==> src/rtl/column_mux_seq_if.sv <==
// Column-mux control/status bundle: the scan controls (enable, sync)
// and the registered column-drive outputs seen by the driver-data path.
interface column_mux_seq_if #(
    parameter int NB_COLUMNS = 8
) ();

    localparam int IDX_W = $clog2(NB_COLUMNS);

    logic                  enable;
    logic                  framebuffer_sync;
    logic [NB_COLUMNS-1:0] mux_out;
    logic [IDX_W-1:0]      col_idx;
    logic                  col_start;
    logic                  seq_done;
    logic                  busy;

    // Sync/enable source side (framebuffer logic, testbench)
    modport master (
        output enable,
        output framebuffer_sync,
        input  mux_out,
        input  col_idx,
        input  col_start,
        input  seq_done,
        input  busy
    );

    // Column multiplexer side
    modport slave (
        input  enable,
        input  framebuffer_sync,
        output mux_out,
        output col_idx,
        output col_start,
        output seq_done,
        output busy
    );

endinterface

==> src/rtl/column_mux_seq.sv <==
// Column multiplexer for the LED-panel column MOSFETs.
// Each framebuffer_sync starts a scan of NB_COLUMNS columns; every column
// is preceded by BLANK_CYCLES all-off cycles (break-before-make) and then
// driven for DRIVE_CYCLES cycles. The scan stops after the last column
// (ONE_SHOT=1) or wraps to column 0 (ONE_SHOT=0). All outputs are
// registered: the next-state logic also computes next output values.
module column_mux_seq #(
    parameter int NB_COLUMNS   = 8,
    parameter int DRIVE_CYCLES = 330,
    parameter int BLANK_CYCLES = 4,
    parameter int ONE_SHOT     = 1
) (
    input  logic              clk_33,
    input  logic              rst,
    column_mux_seq_if.slave   cm_bus
);

    localparam int IDX_W   = $clog2(NB_COLUMNS);
    localparam int CNT_TOP = (DRIVE_CYCLES > BLANK_CYCLES) ? DRIVE_CYCLES : BLANK_CYCLES;
    localparam int CNT_MAX = (CNT_TOP > 1) ? CNT_TOP : 1;
    localparam int CNT_W   = $clog2(CNT_MAX + 1);

    localparam logic [CNT_W-1:0] DRIVE_LAST = CNT_W'(DRIVE_CYCLES - 1);
    localparam logic [CNT_W-1:0] BLANK_LAST = CNT_W'((BLANK_CYCLES > 0) ? BLANK_CYCLES - 1 : 0);
    localparam logic [IDX_W-1:0] LAST_COL   = IDX_W'(NB_COLUMNS - 1);

    typedef enum logic [1:0] {
        ST_IDLE,
        ST_BLANK,
        ST_DRIVE
    } state_t;

    state_t                r_state;
    logic [CNT_W-1:0]      r_cnt;
    logic [IDX_W-1:0]      r_col;
    logic [NB_COLUMNS-1:0] r_mux;
    logic                  r_col_start;
    logic                  r_seq_done;
    logic                  r_busy;

    state_t                w_state_next;
    logic [CNT_W-1:0]      w_cnt_next;
    logic [IDX_W-1:0]      w_col_next;
    logic [NB_COLUMNS-1:0] w_mux_next;
    logic                  w_col_start_next;
    logic                  w_seq_done_next;
    logic                  w_busy_next;
    logic                  w_begin_col;
    logic                  w_enter_drive;

    assign cm_bus.mux_out   = r_mux;
    assign cm_bus.col_idx   = r_col;
    assign cm_bus.col_start = r_col_start;
    assign cm_bus.seq_done  = r_seq_done;
    assign cm_bus.busy      = r_busy;

    // Next state, counter, column index and next registered outputs.
    // w_begin_col marks the first cycle of a column (sync start or advance);
    // it resolves to BLANK, or straight to DRIVE when there is no blanking.
    always_comb begin
        w_state_next    = r_state;
        w_cnt_next      = r_cnt;
        w_col_next      = r_col;
        w_seq_done_next = 1'b0;
        w_begin_col     = 1'b0;
        w_enter_drive   = 1'b0;

        if (!cm_bus.enable) begin
            w_state_next = ST_IDLE;
            w_cnt_next   = '0;
            w_col_next   = '0;
        end else if (cm_bus.framebuffer_sync) begin
            // Restart wins over any end-of-column / end-of-scan transition
            w_cnt_next  = '0;
            w_col_next  = '0;
            w_begin_col = 1'b1;
        end else begin
            case (r_state)
                ST_BLANK: begin
                    if (r_cnt == BLANK_LAST) begin
                        w_state_next  = ST_DRIVE;
                        w_cnt_next    = '0;
                        w_enter_drive = 1'b1;
                    end else begin
                        w_cnt_next = r_cnt + 1'b1;
                    end
                end
                ST_DRIVE: begin
                    if (r_cnt == DRIVE_LAST) begin
                        w_cnt_next = '0;
                        if (r_col != LAST_COL) begin
                            w_col_next  = r_col + 1'b1;
                            w_begin_col = 1'b1;
                        end else begin
                            w_seq_done_next = 1'b1;
                            w_col_next      = '0;
                            if (ONE_SHOT != 0) begin
                                w_state_next = ST_IDLE;
                            end else begin
                                w_begin_col = 1'b1;
                            end
                        end
                    end else begin
                        w_cnt_next = r_cnt + 1'b1;
                    end
                end
                default: begin
                    w_state_next = ST_IDLE;
                    w_cnt_next   = '0;
                end
            endcase
        end

        if (w_begin_col) begin
            if (BLANK_CYCLES == 0) begin
                w_state_next  = ST_DRIVE;
                w_enter_drive = 1'b1;
            end else begin
                w_state_next = ST_BLANK;
            end
        end

        w_mux_next = '0;
        if (w_state_next == ST_DRIVE) begin
            for (int unsigned i = 0; i < NB_COLUMNS; i++) begin
                w_mux_next[i] = (w_col_next == IDX_W'(i));
            end
        end
        w_col_start_next = w_enter_drive;
        w_busy_next      = (w_state_next != ST_IDLE);
    end

    // State and registered-output update with synchronous reset
    always_ff @(posedge clk_33) begin
        if (rst) begin
            r_state     <= ST_IDLE;
            r_cnt       <= '0;
            r_col       <= '0;
            r_mux       <= '0;
            r_col_start <= 1'b0;
            r_seq_done  <= 1'b0;
            r_busy      <= 1'b0;
        end else begin
            r_state     <= w_state_next;
            r_cnt       <= w_cnt_next;
            r_col       <= w_col_next;
            r_mux       <= w_mux_next;
            r_col_start <= w_col_start_next;
            r_seq_done  <= w_seq_done_next;
            r_busy      <= w_busy_next;
        end
    end

endmodule

==> src/flat_wrapper.sv <==
// flat-port wrapper written by rule: the top's interface ports become plain ports
module column_mux_seq_flat 
#(
    parameter int NB_COLUMNS   = 8,
    parameter int DRIVE_CYCLES = 330,
    parameter int BLANK_CYCLES = 4,
    parameter int ONE_SHOT     = 1
)
  (clk_33, rst, cm_bus_enable, cm_bus_framebuffer_sync, cm_bus_mux_out, cm_bus_col_idx, cm_bus_col_start, cm_bus_seq_done, cm_bus_busy);
  column_mux_seq_if #(.NB_COLUMNS(NB_COLUMNS)) cm_bus_i ();
  input  logic clk_33;
  input  logic rst;
  input wire logic [$bits(cm_bus_i.enable)-1:0] cm_bus_enable;
  input wire logic [$bits(cm_bus_i.framebuffer_sync)-1:0] cm_bus_framebuffer_sync;
  output wire logic [$bits(cm_bus_i.mux_out)-1:0] cm_bus_mux_out;
  output wire logic [$bits(cm_bus_i.col_idx)-1:0] cm_bus_col_idx;
  output wire logic [$bits(cm_bus_i.col_start)-1:0] cm_bus_col_start;
  output wire logic [$bits(cm_bus_i.seq_done)-1:0] cm_bus_seq_done;
  output wire logic [$bits(cm_bus_i.busy)-1:0] cm_bus_busy;
  assign cm_bus_i.enable = cm_bus_enable;
  assign cm_bus_i.framebuffer_sync = cm_bus_framebuffer_sync;
  assign cm_bus_mux_out = cm_bus_i.mux_out;
  assign cm_bus_col_idx = cm_bus_i.col_idx;
  assign cm_bus_col_start = cm_bus_i.col_start;
  assign cm_bus_seq_done = cm_bus_i.seq_done;
  assign cm_bus_busy = cm_bus_i.busy;
  column_mux_seq #(.NB_COLUMNS(NB_COLUMNS), .DRIVE_CYCLES(DRIVE_CYCLES), .BLANK_CYCLES(BLANK_CYCLES), .ONE_SHOT(ONE_SHOT)) u_core (.clk_33(clk_33), .rst(rst), .cm_bus(cm_bus_i));
endmodule
==> config.mk <==
export PLATFORM = sky130hd
export DESIGN_NAME = column_mux_seq_flat
export DESIGN_NICKNAME = d
export VERILOG_FILES = /design/src/rtl/column_mux_seq_if.sv /design/src/rtl/column_mux_seq.sv /design/src/flat_wrapper.sv
export SDC_FILE = /design/constraint.sdc
export NUM_CORES = 1
export LEC_CHECK = 0
export CAP_MARGIN = 20
export CORE_UTILIZATION = 40
export DETAILED_ROUTE_END_ITERATION = 8
export SLEW_MARGIN = 0
export SYNTH_ARGS = -nofsm -noshare
export SYNTH_HDL_FRONTEND = slang
export SYNTH_SLANG_ARGS = --single-unit
==> constraint.sdc <==
create_clock -name clk_33 -period 1.9 [get_ports clk_33]
set_input_delay 0.38 -clock clk_33 [delete_from_list [all_inputs] [get_ports clk_33]]
set_output_delay 0.38 -clock clk_33 [all_outputs]
set_load 0.05 [all_outputs]
==> results.ini <==
[outcome]
status = complete, but fails checks
violations = negative setup slack

[die]
die_area_um2 = 3120
fp.dieW_um = 55.9
fp.dieH_um = 55.9
rows = 19
core-area_um2 = 2760
initial_core_util_pct = 42.1
ioPinCount = 18

[critical_path]
cp_cell_sequence = inv_2 > ha_4 > and4_4 > a41o_1 > a221oi_4 > o2111ai_4 > nor3_2
path_buf_inv = 1
crit_path_max_fanout = 8
slowest_stage = dfxtp_4
start_kind = register
path_delay_family = compound AO/OA/AOI/OAI gates
critPathKind = register to register
crit_arrival_ps = 2180
end_kind = register
reg2reg_slack_ps = -40
startpoint = u_core.r_cnt[1]
reg2reg_depth = 7
reg2reg_from = u_core.r_cnt[1]
required_ps = 2150
cpPeakStageDelay_ps = 390
worstReg2RegEnd = u_core.cm_bus.mux_out[0]

[final_layout]
n_antenna_cell = 0
nets = 178
n_fill_cell = 215
multi_input_area_um2 = 791
regArea_um2 = 519
fin_util_pct = 65.2
drive_above_1_share_pct = 42.5
area_growth_pct = 55.0

[timing]
fin_worst_skew_ps = 4.09
setup_viol = 4
period_needed_ps = 1940
slew_headroom_pct = 66.6
worst_pin_slew_ps = 500
rsz0062_at_grt = true
fin_crit_sh_pct = 102
finalHoldViolations = 0
layout_setup_ws_ps = -38.6
final_max_slew_viol_count = 0
max_freq_mhz = 516

[hold_path]
min_to = u_core.r_cnt[1]
holdCritPathClass = register to register
min_from = u_core.r_cnt[0]
min_path_cells = 2

[cts]
clk_pin_slew_ps = 120
cts_max_level = 1
cts_tree = yes
root_buffer = clkbuf_4
holdBufCountCts = 0
cts_made_buffers = 3
clkLatencyLatePin_ps = 310
clock-sinks = 25
clockBufferDepth = 2

[synthesis]
synthesis.nets = 131
netlist_area_um2 = 1160
ys.flop_type = dfxtp_1
syn_avg_cell_area_um2 = 9.60
synthArstFlopShare_pct = 0
post_synth_fa_ha_maj_area_fraction_pct = 6.47
yosysWarnings = 0
yosysMostFrequentCell = dfxtp_1
ys_types = 39
synth_area_leaders = dfxtp_1 (43%), ha_1 (6.5%), nor2_1 (5.5%)
synth_seq_cells = 25
synth.largest_area_cell = dfxtp_1
synthSimpleGateAreaFrac_pct = 29.2
synth_top_family_by_area = simple AND/OR/NAND/NOR gates
synthCells = 121
yosys.area_share.xor_xnor_pct = 5.28
seq_area_frac_synth_pct = 43.1
synth_edf_count = 0
yosysTopAreaCellShare_pct = 43.1
synth_compound_area_share_pct = 10.9
synthTopCellsByCount = dfxtp_1 (25), nor2_1 (17), nor3_1 (11)
yosys-mux-area-fraction_pct = 1.72

[pwr]
p_seq_share_pct = 64.9
p_switching_mw = 0.175
power_density_nw_per_um2 = 446
cellLeakagePower_nw = 0.676
ir_worst_vdd_mv = 0.363
combPwrFrac_pct = 6.8
internal_power_mw = 0.629
swShare_pct = 21.7
p_clk_share_pct = 28.3

[placed_design]
place_ws_ps = -232
io_buffers = 17
routabilityCongestion = 0.820
hpwl_um = 1900

[global_route]
grt_pass1_vias = 1049
grt_pass1_wl_um = 4640
antenna_found_initial = 0
grt_usage_pct = 18.8
grt_use_met3_pct = 3.02
grt_busiest_layer = met2
grt_overflow = 0
grt_max_degree = 14
grt_use_met2_pct = 30.3
use_met1_pct = 25.0

[run]
maxCapViolations = 0

[drt]
drtIter0Drc = 27
wl_um = 2700
postRouteAntennaNets = 0
drt_first_pass_iters = 4
num_vias = 1054
post_drt_wl_per_cell_um = 13.6
viasPerCell = 5.32
drc = 0

[what timing repair did]
| action | CTS | global route |
|---|---|---|
| cloned | 0 | 0 |
| pin swaps | 9 | 8 |
| resized for setup | 11 | 23 |
| endpoints found under the setup margin | 8 | 20 |
| setup buffers | 5 | 0 |
[cells by family (layout without fill, tap and decap cells)]
group	Yosys count	count (layout)
xor gates and xnor gates	7	7
and+or+nand+nor	56	56
DFF	25	25
adders and majority gates	6	6
AOI/OAI and AO/OA	15	15
muxes	2	2
buffers and inverters	10	56
[stage by stage]
stage / TNS, ps / cell area (um2) / hold WS [ps] / std cells / power, mW
global route: -672 / 1800 / 608 / 198 / 0.837
CTS: 0 / 1700 / 574 / 198 / 0.818
detailed placement: -1470 / 1560 / 569 / 189 / 0.583
finish: -114 / 1800 / 574 / 198 / 0.803
floorplan: 0 / 1190 / 456 / 121 / 0.557
global placement: -1160 / 1560 / 543 / 189 / 0.582
[power by group through the flow]
stage	logic [mW]	clock network (mW)	registers, mW
detailed placement	0.0470	0	0.536
global route	0.0595	0.256	0.522
floorplan	0.0181	0	0.539
CTS	0.0516	0.243	0.524
finish	0.0549	0.227	0.521
global placement	0.0461	0	0.535
[flip-flops by register name, summed over array words and instances, names as in the netlist]
register	flops
u_core.r_cnt	9
u_core.cm_bus.mux_out	8
u_core.cm_bus.col_idx	3
u_core.r_state	2
u_core.cm_bus.busy	1
u_core.cm_bus.col_start	1
u_core.cm_bus.seq_done	1
[worst register-to-register path, delay by kind of cell (launching register included)]
kind | cells | cell delay, ps
AOI/OAI and AO/OA | 3 | 880
and+or+nand+nor | 2 | 420
DFF | 1 | 390
adders and majority gates | 1 | 140
buffers and inverters | 1 | 50
[cell usage in the layout, fill, tap and decap left out, drive strengths merged, types with 2 or more instances in the layout]
master	netlist	layout
clkdlybuf4s50	0	14
nor4	4	4
dfxtp	25	25
ha	6	6
nor2	17	17
and3	2	2
nor4b	3	3
and4	2	2
nand4	2	2
nand2	3	3
clkbuf	3	4
inv	6	6
nor3	11	11
buf	1	31
a31oi	4	4
a21oi	3	3
xor2	6	6
nand3	4	4
nand2b	2	2
mux2i	2	2
[worst max-delay path by stage]
stage | depth (start not counted) | endpoint
2_1_floorplan | 7 | u_core.cm_bus.mux_out[4]
3_3_place_gp | 6 | u_core.cm_bus.mux_out[4]
4_1_cts | 1 | cm_bus_col_idx[1]
3_5_place_dp | 6 | u_core.cm_bus.mux_out[4]
5_1_grt | 7 | u_core.cm_bus.mux_out[0]
6_report | 7 | u_core.cm_bus.mux_out[0]
[per-layer routing]
metal / up-vias / share of wire, %
li1: 530 / -
met1: 496 / 47
met2: 22 / 48
met3: 6 / 3.2
met4: 0 / 1.6
met5: - / 0
[area by class of cell]
| cell class | count | share of cell area, % |
|---|---|---|
| timing repair buffer | 46 | 22.3 |
| clock buffer | 4 | 1.46 |
| sequential | 25 | 28.9 |
| inverter | 6 | 1.25 |
| multi-input combinational | 86 | 43.9 |
| tap | 31 | 2.16 |
No activity file was read; power rests on OpenSTA's default activity.
